File: src/rtl/pll_lock_rstseq_if.sv
// pll_lock_rstseq_if
//   Bundles the PLL-facing and fabric-facing signals of pll_lock_rstseq.
//   master : the sequencer itself (consumes locked, drives everything else)
//   slave  : the environment (drives locked, observes the sequencer)
// Signals
//   locked   PLL lock, asynchronous to the sequencer clock
//   pll_rst  active-high reset request to the PLL
//   rst_out  active-high staged domain resets, bit 0 released first
//   ready    level status: high while every rst_out bit is deasserted.
//            There is no handshake on this interface; ready is a plain
//            status level and never waits on a consumer.
//   lost_cnt saturating count of lock-loss events
//   state    FSM state encoding, debug only
interface pll_lock_rstseq_if #(
    parameter int STAGES = 4
);
    logic              locked;
    logic              pll_rst;
    logic [STAGES-1:0] rst_out;
    logic              ready;
    logic [7:0]        lost_cnt;
    logic [2:0]        state;

    modport master (
        input  locked,
        output pll_rst,
        output rst_out,
        output ready,
        output lost_cnt,
        output state
    );

    modport slave (
        output locked,
        input  pll_rst,
        input  rst_out,
        input  ready,
        input  lost_cnt,
        input  state
    );
endinterface

File: src/rtl/pll_lock_rstseq.sv
// pll_lock_rstseq
//   Turns the ECP5 PLL 'locked' output into a staged reset-release sequence.
//   Synchronizes and glitch-filters lock, re-arms the PLL with a timed reset
//   pulse when lock never arrives, and re-asserts every domain reset on
//   lock loss.
// Ports
//   clk  reference clock, all logic on its rising edge
//   rst  synchronous active-high reset
//   bus  pll_lock_rstseq_if.master (locked in; pll_rst, rst_out, ready,
//        lost_cnt, state out). All outputs come straight from flops.
module pll_lock_rstseq #(
    parameter int SYNC_STAGES  = 2,
    parameter int LOCK_FILTER  = 16,
    parameter int HOLDOFF      = 1024,
    parameter int STAGES       = 4,
    parameter int STAGE_GAP    = 16,
    parameter int LOCK_TIMEOUT = 1048576,
    parameter int PLLRST_LEN   = 32
) (
    input  logic              clk,
    input  logic              rst,
    pll_lock_rstseq_if.master bus
);
    localparam logic [2:0] S_WAIT_LOCK = 3'd0;
    localparam logic [2:0] S_PLLRST    = 3'd1;
    localparam logic [2:0] S_FILTER    = 3'd2;
    localparam logic [2:0] S_HOLDOFF   = 3'd3;
    localparam logic [2:0] S_RELEASE   = 3'd4;
    localparam logic [2:0] S_RUN       = 3'd5;

    localparam int TW = (LOCK_TIMEOUT > 1) ? $clog2(LOCK_TIMEOUT) : 1;
    // The filter counter holds the value LOCK_FILTER itself, hence the +1.
    localparam int FW = $clog2(LOCK_FILTER + 1);
    localparam int HW = (HOLDOFF > 1) ? $clog2(HOLDOFF) : 1;
    localparam int GW = (STAGE_GAP > 1) ? $clog2(STAGE_GAP) : 1;
    localparam int PW = (PLLRST_LEN > 1) ? $clog2(PLLRST_LEN) : 1;

    logic [SYNC_STAGES-1:0] sync_q, sync_d;
    logic [2:0]             state_q, state_d;
    logic [TW-1:0]          tcnt_q, tcnt_d;
    logic [FW-1:0]          fcnt_q, fcnt_d;
    logic [HW-1:0]          hcnt_q, hcnt_d;
    logic [GW-1:0]          gcnt_q, gcnt_d;
    logic [PW-1:0]          pcnt_q, pcnt_d;
    logic                   pll_rst_q, pll_rst_d;
    logic [STAGES-1:0]      rst_out_q, rst_out_d;
    logic                   ready_q, ready_d;
    logic [7:0]             lost_q, lost_d;
    logic                   locked_s;

    assign locked_s = sync_q[SYNC_STAGES-1];

    always_comb begin
        sync_d    = {sync_q[SYNC_STAGES-2:0], bus.locked};
        state_d   = state_q;
        tcnt_d    = tcnt_q;
        fcnt_d    = fcnt_q;
        hcnt_d    = hcnt_q;
        gcnt_d    = gcnt_q;
        pcnt_d    = pcnt_q;
        pll_rst_d = pll_rst_q;
        rst_out_d = rst_out_q;
        ready_d   = ready_q;
        lost_d    = lost_q;

        case (state_q)
            S_WAIT_LOCK: begin
                // Saturate so a long FILTER excursion cannot wrap the counter.
                if (tcnt_q != TW'(LOCK_TIMEOUT - 1)) begin
                    tcnt_d = tcnt_q + 1'b1;
                end
                if (locked_s) begin
                    state_d = S_FILTER;
                    fcnt_d  = FW'(1);
                end else if (tcnt_q == TW'(LOCK_TIMEOUT - 1)) begin
                    state_d   = S_PLLRST;
                    pll_rst_d = 1'b1;
                    pcnt_d    = '0;
                end
            end
            S_PLLRST: begin
                // locked_s is deliberately ignored while the PLL is held.
                if (pcnt_q == PW'(PLLRST_LEN - 1)) begin
                    state_d   = S_WAIT_LOCK;
                    pll_rst_d = 1'b0;
                    tcnt_d    = '0;
                end else begin
                    pcnt_d = pcnt_q + 1'b1;
                end
            end
            S_FILTER: begin
                // Timeout keeps running so a flapping lock still re-arms the PLL.
                if (tcnt_q != TW'(LOCK_TIMEOUT - 1)) begin
                    tcnt_d = tcnt_q + 1'b1;
                end
                if (!locked_s) begin
                    state_d = S_WAIT_LOCK;
                end else if (fcnt_q == FW'(LOCK_FILTER)) begin
                    state_d = S_HOLDOFF;
                    hcnt_d  = '0;
                end else begin
                    fcnt_d = fcnt_q + 1'b1;
                end
            end
            S_HOLDOFF, S_RELEASE, S_RUN: begin
                if (!locked_s) begin
                    state_d   = S_WAIT_LOCK;
                    rst_out_d = '1;
                    ready_d   = 1'b0;
                    tcnt_d    = '0;
                    lost_d    = (lost_q == 8'hFF) ? lost_q : lost_q + 1'b1;
                end else if (state_q == S_HOLDOFF) begin
                    if (hcnt_q == HW'(HOLDOFF - 1)) begin
                        // Bits release LSB first, so a left shift drops the
                        // lowest still-asserted bit.
                        rst_out_d = rst_out_q << 1;
                        gcnt_d    = '0;
                        if (rst_out_d == '0) begin
                            state_d = S_RUN;
                            ready_d = 1'b1;
                        end else begin
                            state_d = S_RELEASE;
                        end
                    end else begin
                        hcnt_d = hcnt_q + 1'b1;
                    end
                end else if (state_q == S_RELEASE) begin
                    if (gcnt_q == GW'(STAGE_GAP - 1)) begin
                        rst_out_d = rst_out_q << 1;
                        gcnt_d    = '0;
                        if (rst_out_d == '0) begin
                            state_d = S_RUN;
                            ready_d = 1'b1;
                        end
                    end else begin
                        gcnt_d = gcnt_q + 1'b1;
                    end
                end
            end
            default: begin
                state_d   = S_WAIT_LOCK;
                rst_out_d = '1;
                ready_d   = 1'b0;
                pll_rst_d = 1'b0;
                tcnt_d    = '0;
            end
        endcase
    end

    always_ff @(posedge clk) begin
        if (rst) begin
            sync_q    <= '0;
            state_q   <= S_WAIT_LOCK;
            tcnt_q    <= '0;
            fcnt_q    <= '0;
            hcnt_q    <= '0;
            gcnt_q    <= '0;
            pcnt_q    <= '0;
            pll_rst_q <= 1'b0;
            rst_out_q <= '1;
            ready_q   <= 1'b0;
            lost_q    <= '0;
        end else begin
            sync_q    <= sync_d;
            state_q   <= state_d;
            tcnt_q    <= tcnt_d;
            fcnt_q    <= fcnt_d;
            hcnt_q    <= hcnt_d;
            gcnt_q    <= gcnt_d;
            pcnt_q    <= pcnt_d;
            pll_rst_q <= pll_rst_d;
            rst_out_q <= rst_out_d;
            ready_q   <= ready_d;
            lost_q    <= lost_d;
        end
    end

    assign bus.pll_rst  = pll_rst_q;
    assign bus.rst_out  = rst_out_q;
    assign bus.ready    = ready_q;
    assign bus.lost_cnt = lost_q;
    assign bus.state    = state_q;
endmodule
File: src/flat_wrapper.sv
// flat-port wrapper written by rule: the top's interface ports become plain ports
module pll_lock_rstseq_flat 
#(
    parameter int SYNC_STAGES  = 2,
    parameter int LOCK_FILTER  = 16,
    parameter int HOLDOFF      = 1024,
    parameter int STAGES       = 4,
    parameter int STAGE_GAP    = 16,
    parameter int LOCK_TIMEOUT = 1048576,
    parameter int PLLRST_LEN   = 32
)
  (clk, rst, bus_locked, bus_pll_rst, bus_rst_out, bus_ready, bus_lost_cnt, bus_state);
  pll_lock_rstseq_if #(.STAGES(STAGES)) bus_i ();
  input  logic clk;
  input  logic rst;
  input wire logic [$bits(bus_i.locked)-1:0] bus_locked;
  output wire logic [$bits(bus_i.pll_rst)-1:0] bus_pll_rst;
  output wire logic [$bits(bus_i.rst_out)-1:0] bus_rst_out;
  output wire logic [$bits(bus_i.ready)-1:0] bus_ready;
  output wire logic [$bits(bus_i.lost_cnt)-1:0] bus_lost_cnt;
  output wire logic [$bits(bus_i.state)-1:0] bus_state;
  assign bus_i.locked = bus_locked;
  assign bus_pll_rst = bus_i.pll_rst;
  assign bus_rst_out = bus_i.rst_out;
  assign bus_ready = bus_i.ready;
  assign bus_lost_cnt = bus_i.lost_cnt;
  assign bus_state = bus_i.state;
  pll_lock_rstseq #(.SYNC_STAGES(SYNC_STAGES), .LOCK_FILTER(LOCK_FILTER), .HOLDOFF(HOLDOFF), .STAGES(STAGES), .STAGE_GAP(STAGE_GAP), .LOCK_TIMEOUT(LOCK_TIMEOUT), .PLLRST_LEN(PLLRST_LEN)) u_core (.clk(clk), .rst(rst), .bus(bus_i));
endmodule
File: config.mk
export PLATFORM = sky130hd
export DESIGN_NAME = pll_lock_rstseq_flat
export DESIGN_NICKNAME = d
export VERILOG_FILES = /design/src/rtl/pll_lock_rstseq_if.sv /design/src/rtl/pll_lock_rstseq.sv /design/src/flat_wrapper.sv
export SDC_FILE = /design/constraint.sdc
export NUM_CORES = 1
export LEC_CHECK = 0
export CORE_MARGIN = 4
export CORE_UTILIZATION = 34
export DETAILED_ROUTE_END_ITERATION = 16
export GPL_TIMING_DRIVEN = 1
export SYNTH_ARGS = -nofsm -noshare
export SYNTH_HDL_FRONTEND = slang
export SYNTH_SLANG_ARGS = --single-unit
File: constraint.sdc
create_clock -name clk -period 3.3 [get_ports clk]
set_input_delay 0.66 -clock clk [delete_from_list [all_inputs] [get_ports clk]]
set_output_delay 0.66 -clock clk [all_outputs]
set_load 0.02 [all_outputs]
==> results.md, run 1 <==
Outcome:
- The run finished with clean final reports.

Floorplanning:
- The floorplan step defined a die boundary enclosing 11440 um2.
- The vertical extent of the die is 106.9 um.
- The floorplan step set the die width to 106.9 um.
- The floorplan core area is 9371 um2.
- The cell row count is 35.
- Pin placement for this block handled 20 I/O pins.
- For this configuration, the core starts out at a cell density of 0.3551.

Power and ir drop:
- Summed over all cells, the static leakage comes to 1.269 nW.
- Across the VDD grid, the largest voltage drop is 0.1662 mV.
- The total power density per cell area is 418.3 nW/um2.

Clocking:
- The total setup buffers inserted after CTS is 0.
- The clock latency reported for the late side of the worst-skew pair is 340 ps.
- Post-CTS repair changed the size of 0 cells.
- The clock transition at the register clock pins on the worst setup and hold paths after CTS is 60 ps.
- The CTS tree is yes.
- The tree is rooted in a sky130_fd_sc_hd__clkbuf_8.
- The number of hold buffers added after cts is 0.
- In this run the number of H-tree levels came out at 3.
- The number of clock buffers inserted by TritonCTS is 9.
- In this run the deepest clock path goes through 2 buffers.
- The number of clock sinks is 63.

Placed design:
- Once placement completed, the tool counted placed cells totaling 542.
- The total of buffers placed on input and output ports is 19.
- The HPWL after detailed placement is 5656 um.
- The last weighted congestion value of the routability-driven placer is 0.8367.

Yosys:
- The Yosys warning count is 0.
- Sorting the synthesized cells by area gives the leading types as sky130_fd_sc_hd__dfxtp_1 (38%), sky130_fd_sc_hd__nand2_1 (4.7%), sky130_fd_sc_hd__a21oi_1 (4.7%), sky130_fd_sc_hd__nor2_1 (3.8%), sky130_fd_sc_hd__nand3_1 (3.5%).
- Counting distinct cell types in the post-synthesis netlist gives 55.
- Of the post-synthesis cell area, the dominant cell type holds 0.3789.
- By count the netlist is led by sky130_fd_sc_hd__dfxtp_1 (63), sky130_fd_sc_hd__nand2_1 (42), sky130_fd_sc_hd__nor2_1 (34), sky130_fd_sc_hd__a21oi_1 (31), sky130_fd_sc_hd__nand3_1 (23).
- Among all cell types in the netlist, the one instantiated most often is sky130_fd_sc_hd__dfxtp_1.
- The post-synthesis cell type with the largest combined area is sky130_fd_sc_hd__dfxtp_1.
- The flip-flop and latch count after synthesis is 63.
- Of the synthesized area, sequential elements account for 0.3789.
- After synthesis the cells add up to 3328 um2.
- For this run, asynchronously set or reset flops after synthesis account for 0.
- Synthesis produced a netlist with a net count of 419.
- The number of flops mapped to enable cells by yosys is 0.
- The dominant synthesized flop cell is sky130_fd_sc_hd__dfxtp_1.
- The post-synthesis instance total is 408.
- The mean instance size in the synthesized netlist is 8.157 um2.

Worst setup path:
- The setup check on the worst reg-to-reg path leaves a slack of 750 ps.
- The logic depth of the worst register-to-register path is 5.
- In this design, the stage delay of the slowest critical-path cell is 830 ps.
- The cell count along the critical path is 5.
- The endpoint of the worst-slack reg-to-reg timing path is u_core.hcnt_q[4]$_SDFFE_PP0P_.
- The total buffers and inverters traversed by the critical path is 0.
- Among cell families on the critical path, the largest total delay comes from compound AO/OA/AOI/OAI gates.
- The sort of element at the end of the critical path is a flip-flop.
- STA classifies the critical path startpoint as a flip-flop.
- The data arrival time at the worst-slack endpoint is 2780 ps.
- Walking the worst path, the cells encountered are nand4b_1, a31oi_1, nand4_1, a22o_1, a21o_1.
- The launching point of the worst reg2reg path is u_core.sync_q[1]$_SDFF_PP0_.
- Of all nets on the critical path, the largest fanout is 14.
- The cell type of the slowest stage on the worst timing path is sky130_fd_sc_hd__a31oi_1.
- The setup path with the least slack is of type flip-flop to flip-flop.
- For the worst setup path, the data required time is 3530 ps.

Routing:
- Dividing the detail-routed via count by the number of cells gives 5.567.
- The detailed router finished its first iteration with 212 violations.
- The first detailed-routing pass ran for 5 iterations.
- In the routed design, unresolved DRC markers number 0.
- The detailed-route wire length is 7967 um.
- Summing over every cut layer, the via total after detailed routing is 3095.
- The detail route stage leaves a number of antenna-violating nets equal to 0.
- The average wire per standard cell is 14.33 um.

Timing:
- Setup repair after global routing left no endpoint under its margin.
- The transition at the pin with the smallest max-transition slack is 1034 ps.
- The final-report hold violation count is 0.
- The clock arrives with 6.690 ps of skew.
- In the final timing run, aggregate negative setup slack is 0 ps.
- In the finished design, the share of the clock period the worst path needs comes to 0.7714.
- The clock period minus final worst setup slack is 2546 ps.
- Timing would allow up to 0.3928 GHz.
- The worst pin sits at a relative slew slack of 0.3077.
- The total setup violations reported at the end of the flow is 0.
- The count of final max-slew check failures is 0.

Global routing:
- The number of antenna violations at the first check in global routing is 0.
- The largest net degree at the start of global routing is 20.
- The aggregate global-route resource usage is 0.1491.
- The number of global-route vias before repair is 3001.
- The first global-routing pass estimated 13950 um of wire.
- The remaining global-route overflow is 0.

Worst hold path:
- The startpoint identified for the worst hold timing path is u_core.sync_q[0]$_SDFF_PP0_.
- The number of instances on the worst hold path is 1.
- The classification of the worst-slack hold path is flip-flop to flip-flop.
- The destination of the worst hold path is u_core.sync_q[1]$_SDFF_PP0_.

Flow run:
- The tool flagged a number of max-cap violations equal to 0.

Finish:
- Of the cells placed in the final design, the portion with a size suffix greater than 1 is 0.05152.
- From synthesis to final layout, the design area changed by 14.02%.
- At the end of the flow, the number of nets in the layout was 435.
- The total of fill cells in the finished design is 1006.
- For this run, the number of standard cells in the final layout without fillers is 556.
- The number of antenna repair diodes is 0.
[area by class of cell]
type	instances	area, um2	share of cell area
Multi-Input combinational cell	318	1958	0.5160
Sequential cell	63	1261	0.3323
Timing Repair Buffer	22	212.7	0.05605
Tap cell	129	161.4	0.04253
Clock buffer	13	158.9	0.04187
Inverter	10	37.54	0.009891
Clock inverter	1	5.005	0.001319
[how the worst max path moves through the flow]
| stage | start | endpoint | slack, ps |
|---|---|---|---|
| after floorplan | u_core.pcnt_q[0]$_SDFFE_PP0P_ | u_core.bus.state[1]$_SDFFE_PP0P_ | 1220 |
| after global placement | u_core.sync_q[1]$_SDFF_PP0_ | u_core.hcnt_q[4]$_SDFFE_PP0P_ | 900 |
| after detailed placement | u_core.sync_q[1]$_SDFF_PP0_ | u_core.hcnt_q[3]$_SDFFE_PP0P_ | 860 |
| after CTS | u_core.bus.state[1]$_SDFFE_PP0P_ | bus_state[1] | 830 |
| after global routing | u_core.bus.state[1]$_SDFFE_PP0P_ | u_core.hcnt_q[3]$_SDFFE_PP0P_ | 520 |
| final | u_core.sync_q[1]$_SDFF_PP0_ | u_core.hcnt_q[4]$_SDFFE_PP0P_ | 750 |
[placed cells by master, fill, tap and decap left out, types with 6 or more instances in the layout]
master	Yosys	layout
sky130_fd_sc_hd__dfxtp_1	63	63
sky130_fd_sc_hd__nand2_1	42	42
sky130_fd_sc_hd__nor2_1	34	34
sky130_fd_sc_hd__a21oi_1	31	31
sky130_fd_sc_hd__nand3_1	23	23
sky130_fd_sc_hd__clkdlybuf4s50_1	0	19
sky130_fd_sc_hd__o21ai_0	13	13
sky130_fd_sc_hd__nand4_1	12	12
sky130_fd_sc_hd__or4_1	12	12
sky130_fd_sc_hd__o31ai_1	11	11
sky130_fd_sc_hd__clkbuf_8	0	11
sky130_fd_sc_hd__inv_1	10	10
sky130_fd_sc_hd__nor4_1	10	10
sky130_fd_sc_hd__nor3_1	10	10
sky130_fd_sc_hd__and3_1	9	9
sky130_fd_sc_hd__a31oi_1	8	8
sky130_fd_sc_hd__ha_1	8	8
sky130_fd_sc_hd__nand2b_1	7	7
sky130_fd_sc_hd__mux2i_1	7	7
sky130_fd_sc_hd__xor2_1	7	7
sky130_fd_sc_hd__and4_1	6	6
[cell families after synthesis]
group | Yosys count | synth area share
XOR/XNOR | 10 | 0.02632
AND/OR/NAND/NOR | 197 | 0.3222
flip-flops | 63 | 0.3789
buffers and inverters | 27 | 0.03271
AO/OA/AOI/OAI | 95 | 0.1853
multiplexers | 8 | 0.02444
adder cells (fa/ha/maj) | 8 | 0.03008
[layer usage]
layer	vias to the layer above	GRT usage	part of all wire
met5	-	0	0
met4	0	0.05297	0.018
met3	15	0.04034	0.055
met2	85	0.2388	0.46
met1	1437	0.1927	0.47
li1	1558	-	-
[registers in the layout (all words and copies together), names as in the netlist, 2 cells and up]
| name | cells |
|---|---|
| u_core.gcnt_q | 4 |
| u_core.bus.state | 3 |
| u_core.sync_q | 2 |
| u_core.bus.lost_cnt | 8 |
| u_core.pcnt_q | 5 |
| u_core.tcnt_q | 20 |
| u_core.hcnt_q | 10 |
| u_core.bus.rst_out | 4 |
| u_core.fcnt_q | 5 |
[per-stage QoR]
step | hold WS [ps] | power, mW | cell area (um2) | utilization | worst slack [ps]
2_1_floorplan | 413.8 | 0.9684 | 3328 | - | 1216
3_3_place_gp | 420.9 | 1.021 | 3631 | 0.3875 | 903.7
3_5_place_dp | 442.3 | 1.025 | 3631 | 0.3875 | 858.8
4_1_cts | 445.6 | 1.609 | 3795 | 0.4049 | 829.8
5_1_grt | 460.5 | 1.667 | 3795 | 0.4049 | 523.5
6_report | 440.2 | 1.587 | 3795 | 0.4049 | 754.4
[report_power, final]
part,internal (mW),total [mW],switching [mW]
combinational,0.0757,0.199,0.124
clock,0.305,0.576,0.272
sequential,0.779,0.811,0.0328
Power figures use the tool's default switching activity.
==> inputs of run 2 (changes only) <==
==> constraint.sdc (replaced) <==
create_clock -name clk -period 2 [get_ports clk]
set_input_delay 0.4 -clock clk [delete_from_list [all_inputs] [get_ports clk]]
set_output_delay 0.4 -clock clk [all_outputs]
set_load 0.02 [all_outputs]
==> results.md, run 2 (synthesized netlist as in run 1, its figures left out) <==
Outcome:
- Outcome: finished, violations left (was complete, no violations).
- The checks that failed: negative setup slack.

Clocking:
- The number of clock sinks is 63 (unchanged).
- The number of hold buffers added after cts is 0 (unchanged).
- The buffer cell driving the clock tree root was sky130_fd_sc_hd__clkbuf_8 (unchanged).
- The number of clock buffers inserted by TritonCTS is 9 (unchanged).
- The CTS tree is yes (unchanged).
- The clock latency reported for the late side of the worst-skew pair is 340 ps (about the same).
- The H-tree level count is 3 (unchanged).
- The maximum clock path buffer count is 2 (unchanged).
- The clock transition at the register clock pins on the worst setup and hold paths after CTS is 70 ps (was 60 ps).

Worst setup path:
- The endpoint of the worst-slack reg-to-reg timing path was u_core.bus.state[1]$_SDFFE_PP0P_ (was u_core.hcnt_q[4]$_SDFFE_PP0P_).
- The total buffers and inverters traversed by the critical path came to 0 (unchanged).
- The cell type of the slowest stage on the worst timing path was sky130_fd_sc_hd__or4_4 (was sky130_fd_sc_hd__a31oi_1).
- The launching point of the worst reg2reg path is u_core.pcnt_q[1]$_SDFFE_PP0P_ (was u_core.sync_q[1]$_SDFF_PP0_).
- The critical path startpoint category is a flip-flop (unchanged).
- The maximum single-stage delay on the critical path was 500 ps (was 830 ps).
- The sort of element at the end of the critical path is a flip-flop (unchanged).
- Cell-by-cell trace of the critical path: ha_4, and3_4, ha_4, and2b_1, or4_4, or3_1, a21oi_1 (was nand4b_1, a31oi_1, nand4_1, a22o_1, a21o_1).
- The slack of the worst reg-to-reg path is -40 ps (was 750 ps).
- The most prevalent standard cell on the critical path is sky130_fd_sc_hd__ha_4.
- The peak fanout along the critical path is 4 (was 14).
- The required arrival time at the worst endpoint is 2260 ps (was 3530 ps).
- The data arrival time at the worst-slack endpoint is 2300 ps (was 2780 ps).
- The logic depth of the worst register-to-register path came to 7 (was 5).
- The critical setup path kind was flip-flop to flip-flop (unchanged).
- The kind of cell adding the most delay to the critical path is simple AND/OR/NAND/NOR gates (was compound AO/OA/AOI/OAI gates).

Worst hold path:
- The number of instances on the worst hold path is 1 (unchanged).
- The destination of the worst hold path is u_core.sync_q[1]$_SDFF_PP0_ (unchanged).
- The classification of the worst-slack hold path is flip-flop to flip-flop (unchanged).
- The worst hold path startpoint is u_core.sync_q[0]$_SDFF_PP0_ (unchanged).

Routing:
- The detailed-route wire length is 9070 um (was 7967 um).
- The post-route DRC violation count is 0 (unchanged).
- The detailed-routing iteration count for the pre-antenna-repair pass is 5 (unchanged).
- The via density per instance is 5.478 (was 5.567).
- The post-route antenna net violation count is 0 (unchanged).
- The number of violations reported at the end of detailed-routing iteration 0 was 127 (was 212).
- The number of vias after detailed routing came to 3418 (was 3095).
- The average wire per standard cell is 14.54 um (was 14.33 um).

Global routing:
- The number of antenna violations at the first check in global routing is 0 (unchanged).
- The first-pass GRT wire length came to 15390 um (was 13950 um).
- The aggregate global-route resource usage was 0.1650 (was 0.1491).
- The remaining global-route overflow was 0 (unchanged).
- The largest net degree at the start of global routing was 19 (was 20).
- The number of global-route vias before repair came to 3263 (was 3001).

Finish:
- The summed area of non-filler cells in the final layout is 4532 um2 (was 3795 um2).
- The flip-flop count of the largest register after layout is 20 (unchanged).
- The most common cell after layout, fill and taps aside was sky130_fd_sc_hd__buf_4 (was sky130_fd_sc_hd__dfxtp_1).
- The number of nets in the finished design is 501 (was 435).
- The number of antenna repair diodes came to 0 (unchanged).
- The share of final-layout standard cells stronger than drive strength 1 came to 0.2485 (was 0.05152).
- Commonest cells after routing, fill and taps aside: sky130_fd_sc_hd__buf_4 (66), sky130_fd_sc_hd__dfxtp_1 (55), sky130_fd_sc_hd__nand2_1 (41) (was sky130_fd_sc_hd__dfxtp_1 (63), sky130_fd_sc_hd__nand2_1 (42), sky130_fd_sc_hd__nor2_1 (34)).
- The area overhead of the layout relative to synthesis is 36.17% (was 14.02%).
- The register with the most flip-flops is u_core.tcnt_q (unchanged).
- The utilization after layout is 0.4836 (was 0.4049).

Power and ir drop:
- The switching part of the total is 0.2559 (was 0.2699).
- The sequential power share was 0.435 (was 0.511).
- The clock network power share is 0.412 (was 0.363).
- The net switching power is 782.3 uW (was 428.5 uW).
- The total leakage power came to 1.652 nW (was 1.269 nW).
- The cell internal power dissipation is 2.275 mW (was 1.159 mW).
- The maximum VDD drop was 0.2768 mV (was 0.1662 mV).
- The total power density per cell area is 674.7 nW/um2 (was 418.3 nW/um2).
- The overall power consumption came to 3.058 mW (was 1.587 mW).
- The combinational power share was 0.154 (was 0.126).

Timing:
- The setup slack after layout was -38.25 ps (was 754.4 ps).
- The count of final max-slew check failures was 0 (unchanged).
- Unrepaired setup endpoints after global routing: yes (was no).
- The clock period minus final worst setup slack was 2038 ps (was 2546 ps).
- The headroom to the max-slew limit is 0.6502 (was 0.3077).
- The total setup violations reported at the end of the flow is 2 (was 0).
- The transition at the pin with the smallest max-transition slack came to 517.9 ps (was 1034 ps).
- The achievable frequency came to 0.4906 GHz (was 0.3928 GHz).
- The accumulated negative setup slack is -46.63 ps (was 0 ps).
- The post-route fraction of the period consumed by the critical path is 1.019 (was 0.7714).
- The setup clock skew after layout is 9.550 ps (was 6.690 ps).
- The final-report hold violation count is 0 (unchanged).

Flow run:
- The max-cap violation count came to 0 (unchanged).

Floorplanning:
- The starting utilization of the core area is 0.3551 (unchanged).
- The I/O pin count is 20 (unchanged).
- The total die area is 11440 um2 (unchanged).
- The vertical extent of the die is 106.9 um (unchanged).
- The die extent in x is 106.9 um (unchanged).
- The floorplan core area was 9371 um2 (unchanged).
- The cell row count is 35 (unchanged).

Placed design:
- The setup slack at placement came to -78.05 ps (was 858.8 ps).
- The cell area after placement is 4094 um2 (was 3631 um2).
- The HPWL after detailed placement is 6447 um (was 5656 um).
- The last weighted congestion value of the routability-driven placer came to 0.8517 (was 0.8367).
- The total of buffers placed on input and output ports was 19 (unchanged).
[run 2: metal layers]
metal / wire length (um) / global-route usage / vias to the layer above
li1: - / - / 1691
met1: 4074 / 0.2043 / 1632
met2: 4515 / 0.2851 / 76
met3: 346 / 0.03432 / 19
met4: 134 / 0.05479 / 0
met5: 0 / 0 / -
[run 2: cell type report]
type,count,area (um2)
fillers,933,4840
clock buffers,13,158.9
multi-input cells,318,2116
clock inverters,3,65.06
flip-flops and latches,63,1274
inverters,10,37.54
well taps,129,161.4
repair buffers,88,719.4
[run 2: how the worst max path moves through the flow]
stage	end	startpoint	cells after the start
2_1_floorplan	u_core.bus.state[1]$_SDFFE_PP0P_	u_core.pcnt_q[1]$_SDFFE_PP0P_	7
3_3_place_gp	u_core.tcnt_q[16]$_SDFFE_PP0P_	u_core.pcnt_q[1]$_SDFFE_PP0P_	8
3_5_place_dp	u_core.tcnt_q[19]$_SDFFE_PP0P_	u_core.pcnt_q[1]$_SDFFE_PP0P_	8
4_1_cts	u_core.tcnt_q[5]$_SDFFE_PP0P_	u_core.pcnt_q[1]$_SDFFE_PP0P_	9
5_1_grt	u_core.bus.state[1]$_SDFFE_PP0P_	u_core.fcnt_q[0]$_SDFFE_PP0P_	7
6_report	u_core.bus.state[1]$_SDFFE_PP0P_	u_core.pcnt_q[1]$_SDFFE_PP0P_	7
[run 2: power by group through the flow]
stage	clock network [mW]	logic (mW)	registers [mW]
finish	1.26	0.470	1.33
global route	1.36	0.520	1.33
CTS	1.30	0.446	1.33
detailed placement	0	0.429	1.36
global placement	0	0.421	1.35
floorplan	0	0.265	1.35
[run 2: stage by stage]
stage	hold slack, ps	std cells
detailed placement	429.4	601
finish	441.3	624
CTS	446.3	621
floorplan	413.8	408
global route	459.1	624
global placement	418.4	601
[run 2: what timing repair did]
action	4_1_cts	5_1_grt
setup endpoints to repair	20	33
endpoints found under the hold margin	0	0
pin swaps	6	12
buffers inserted	4	3
resized for setup	12	26
==> inputs of run 3 (changes only) <==
--- a/config.mk
+++ b/config.mk
@@ -9,6 +9,7 @@
 export CORE_UTILIZATION = 34
 export DETAILED_ROUTE_END_ITERATION = 16
 export GPL_TIMING_DRIVEN = 1
+export MAX_ROUTING_LAYER = met4
 export SYNTH_ARGS = -nofsm -noshare
 export SYNTH_HDL_FRONTEND = slang
 export SYNTH_SLANG_ARGS = --single-unit
==> results.md, run 3 (synthesized netlist as in run 1, its figures left out) <==
Power and ir drop:
- The maximum VDD drop was 0.2758 mV (was 0.2768 mV).
- The total power density per cell area came to 674.5 nW/um2 (was 674.7 nW/um2).
- The total leakage power is 1.652 nW (unchanged).
- The overall power consumption was 3.057 mW (was 3.058 mW).

Routing:
- The detailed-routing iteration count for the pre-antenna-repair pass is 7 (was 5).
- The via density per instance is 5.470 (was 5.478).
- The average wire per standard cell was 14.56 um (was 14.54 um).
- The detailed-route wire length is 9083 um (was 9070 um).
- The post-route DRC violation count is 0 (unchanged).
- The number of violations reported at the end of detailed-routing iteration 0 was 115 (was 127).
- The number of vias after detailed routing is 3413 (was 3418).
- The post-route antenna net violation count is 0 (unchanged).

Timing:
- The setup clock skew after layout is 11.08 ps (was 9.550 ps).
- The setup slack after layout is -40.35 ps (was -38.25 ps).
- The headroom to the max-slew limit is 0.6487 (was 0.6502).
- The count of final max-slew check failures came to 0 (unchanged).
- The achievable frequency is 0.4901 GHz (was 0.4906 GHz).
- The transition at the pin with the smallest max-transition slack came to 520.2 ps (was 517.9 ps).
- The total setup violations reported at the end of the flow is 3 (was 2).
- The minimum hold slack is 441.3 ps (about the same).
- The clock period minus final worst setup slack is 2040 ps (was 2038 ps).
- The post-route fraction of the period consumed by the critical path was 1.020 (was 1.019).
- Unrepaired setup endpoints after global routing: yes (unchanged).
- The final-report hold violation count is 0 (unchanged).

Floorplanning:
- The total die area is 11440 um2 (unchanged).
- The floorplan core area is 9371 um2 (unchanged).
- The cell row count came to 35 (unchanged).
- The starting utilization of the core area is 0.3551 (unchanged).
- The vertical extent of the die is 106.9 um (unchanged).
- The die extent in x is 106.9 um (unchanged).
- The I/O pin count is 20 (unchanged).

Clocking:
- The clock transition at the register clock pins on the worst setup and hold paths after CTS was 70 ps (about the same).
- The clock latency reported for the late side of the worst-skew pair is 340 ps (about the same).
- The number of hold buffers added after cts is 0 (unchanged).
- The number of clock buffers inserted by TritonCTS is 9 (unchanged).
- The buffer cell driving the clock tree root is sky130_fd_sc_hd__clkbuf_8 (unchanged).
- The number of clock sinks was 63 (unchanged).
- The maximum clock path buffer count is 2 (unchanged).
- The H-tree level count came to 3 (unchanged).
- The CTS tree is yes (unchanged).

Finish:
- The sequential cell area in the final layout came to 1274 um2 (unchanged).
- The number of antenna repair diodes is 0 (unchanged).
- The most common cell after layout, fill and taps aside is sky130_fd_sc_hd__buf_4 (unchanged).
- Commonest cells after routing, fill and taps aside: sky130_fd_sc_hd__buf_4 (66), sky130_fd_sc_hd__dfxtp_1 (55), sky130_fd_sc_hd__nand2_1 (41) (unchanged).
- The number of nets in the finished design came to 501 (unchanged).
- The post-route non-filler standard cell count is 624 (unchanged).
- The register with the most flip-flops was u_core.tcnt_q (unchanged).
- The summed area of non-filler cells in the final layout was 4532 um2 (unchanged).
- The share of final-layout standard cells stronger than drive strength 1 came to 0.2485 (unchanged).
- The utilization after layout came to 0.4836 (unchanged).
- The area of the multi-input gates is 2116 um2 (unchanged).
- The flip-flop count of the largest register after layout is 20 (unchanged).
- The area overhead of the layout relative to synthesis is 36.17% (unchanged).
- The total of fill cells in the finished design is 933 (unchanged).

Worst setup path:
- The critical setup path kind is flip-flop to flip-flop (unchanged).
- The logic depth of the worst register-to-register path is 7 (unchanged).
- The cell type of the slowest stage on the worst timing path is sky130_fd_sc_hd__or4_4 (unchanged).
- The launching point of the worst reg2reg path was u_core.pcnt_q[1]$_SDFFE_PP0P_ (unchanged).
- The data arrival time at the worst-slack endpoint is 2300 ps (about the same).
- The peak fanout along the critical path was 4 (unchanged).
- The maximum single-stage delay on the critical path was 500 ps (about the same).
- The critical path startpoint category is a flip-flop (unchanged).
- The endpoint of the worst-slack reg-to-reg timing path is u_core.bus.state[1]$_SDFFE_PP0P_ (unchanged).
- The sort of element at the end of the critical path was a flip-flop (unchanged).
- The required arrival time at the worst endpoint came to 2260 ps (about the same).
- The kind of cell adding the most delay to the critical path is simple AND/OR/NAND/NOR gates (unchanged).
- The slack of the worst reg-to-reg path came to -40 ps (about the same).
- The total buffers and inverters traversed by the critical path is 0 (unchanged).
- The most prevalent standard cell on the critical path is sky130_fd_sc_hd__ha_4 (unchanged).
- Cell-by-cell trace of the critical path: ha_4, and3_4, ha_4, and2b_1, or4_4, or3_1, a21oi_1 (unchanged).

Outcome:
- Outcome: finished, violations left (unchanged).
- Violations in the final reports: negative setup slack (unchanged).

Worst hold path:
- The number of instances on the worst hold path was 1 (unchanged).
- The worst hold path startpoint is u_core.sync_q[0]$_SDFF_PP0_ (unchanged).
- The classification of the worst-slack hold path is flip-flop to flip-flop (unchanged).
- The destination of the worst hold path is u_core.sync_q[1]$_SDFF_PP0_ (unchanged).

Placed design:
- The total of buffers placed on input and output ports was 19 (unchanged).
- The cell area after placement is 4094 um2 (unchanged).
- The placed instance count was 601 (unchanged).
- The HPWL after detailed placement is 6447 um (unchanged).
- The last weighted congestion value of the routability-driven placer is 0.8652 (was 0.8517).

Global routing:
- The first-pass GRT wire length is 15410 um (was 15390 um).
- The number of antenna violations at the first check in global routing is 0 (unchanged).
- The aggregate global-route resource usage is 0.1697 (was 0.1650).
- The number of global-route vias before repair is 3264 (was 3263).
- The largest net degree at the start of global routing is 19 (unchanged).
- The remaining global-route overflow is 0 (unchanged).

Flow run:
- The max-cap violation count is 0 (unchanged).
[run 3: cell counts in the layout (fill, tap and decap cells not counted)]
Identical to the previous run, type by type.
[run 3: metal layers]
layer  GRT usage  share of wire  vias to the layer above
met5           -              0                        -
met4     0.05479          0.010                        0
met3     0.03371          0.040                       14
met2      0.2846           0.50                       76
met1      0.2054           0.45                     1630
li1            -              -                     1693
[run 3: per-stage QoR]
stage	TNS, ps	setup WS, ps
after global routing	-761.1	-102.2
after floorplan	0	12.09
after CTS	-176.5	-57.23
final	-47.76	-40.35
after detailed placement	-587.3	-78.05
after global placement	-102.8	-39.30
[run 3: area by class of cell]
type	instances	area share
flip-flops and latches	63	0.2811
well taps	129	0.03562
clock buffers	13	0.03506
inverters	10	0.008283
clock inverters	3	0.01436
multi-input cells	318	0.4669
repair buffers	88	0.1588
[run 3: power by group]
group | internal [mW] | switching (mW) | total, mW
combinational | 0.220 | 0.249 | 0.469
sequential | 1.29 | 0.0422 | 1.33
clock | 0.770 | 0.490 | 1.26
total | 2.28 | 0.781 | 3.06
[run 3: worst reg2reg max path: stages (launching register included)]
cell	delay, ps
sky130_fd_sc_hd__dfxtp_2	350
sky130_fd_sc_hd__ha_4	130
sky130_fd_sc_hd__and3_4	190
sky130_fd_sc_hd__ha_4	150
sky130_fd_sc_hd__and2b_1	200
sky130_fd_sc_hd__or4_4	500
sky130_fd_sc_hd__or3_1	320
sky130_fd_sc_hd__a21oi_1	120
[run 3: worst max path at each step]
stage	slack [ps]	from	end	cells past startpoint
floorplan	10	u_core.pcnt_q[1]$_SDFFE_PP0P_	u_core.bus.state[1]$_SDFFE_PP0P_	7
global placement	-40	u_core.pcnt_q[1]$_SDFFE_PP0P_	u_core.tcnt_q[16]$_SDFFE_PP0P_	8
detailed placement	-80	u_core.pcnt_q[1]$_SDFFE_PP0P_	u_core.tcnt_q[19]$_SDFFE_PP0P_	8
CTS	-60	u_core.pcnt_q[1]$_SDFFE_PP0P_	u_core.tcnt_q[5]$_SDFFE_PP0P_	9
global route	-100	u_core.fcnt_q[0]$_SDFFE_PP0P_	u_core.bus.state[1]$_SDFFE_PP0P_	7
finish	-40	u_core.pcnt_q[1]$_SDFFE_PP0P_	u_core.bus.state[1]$_SDFFE_PP0P_	7
[run 3: repair_timing]
action                     4_1_cts  5_1_grt
setup buffers                    4        3
pin swaps                        6       12
setup endpoints to repair       20       33
gates resized for setup         12       26
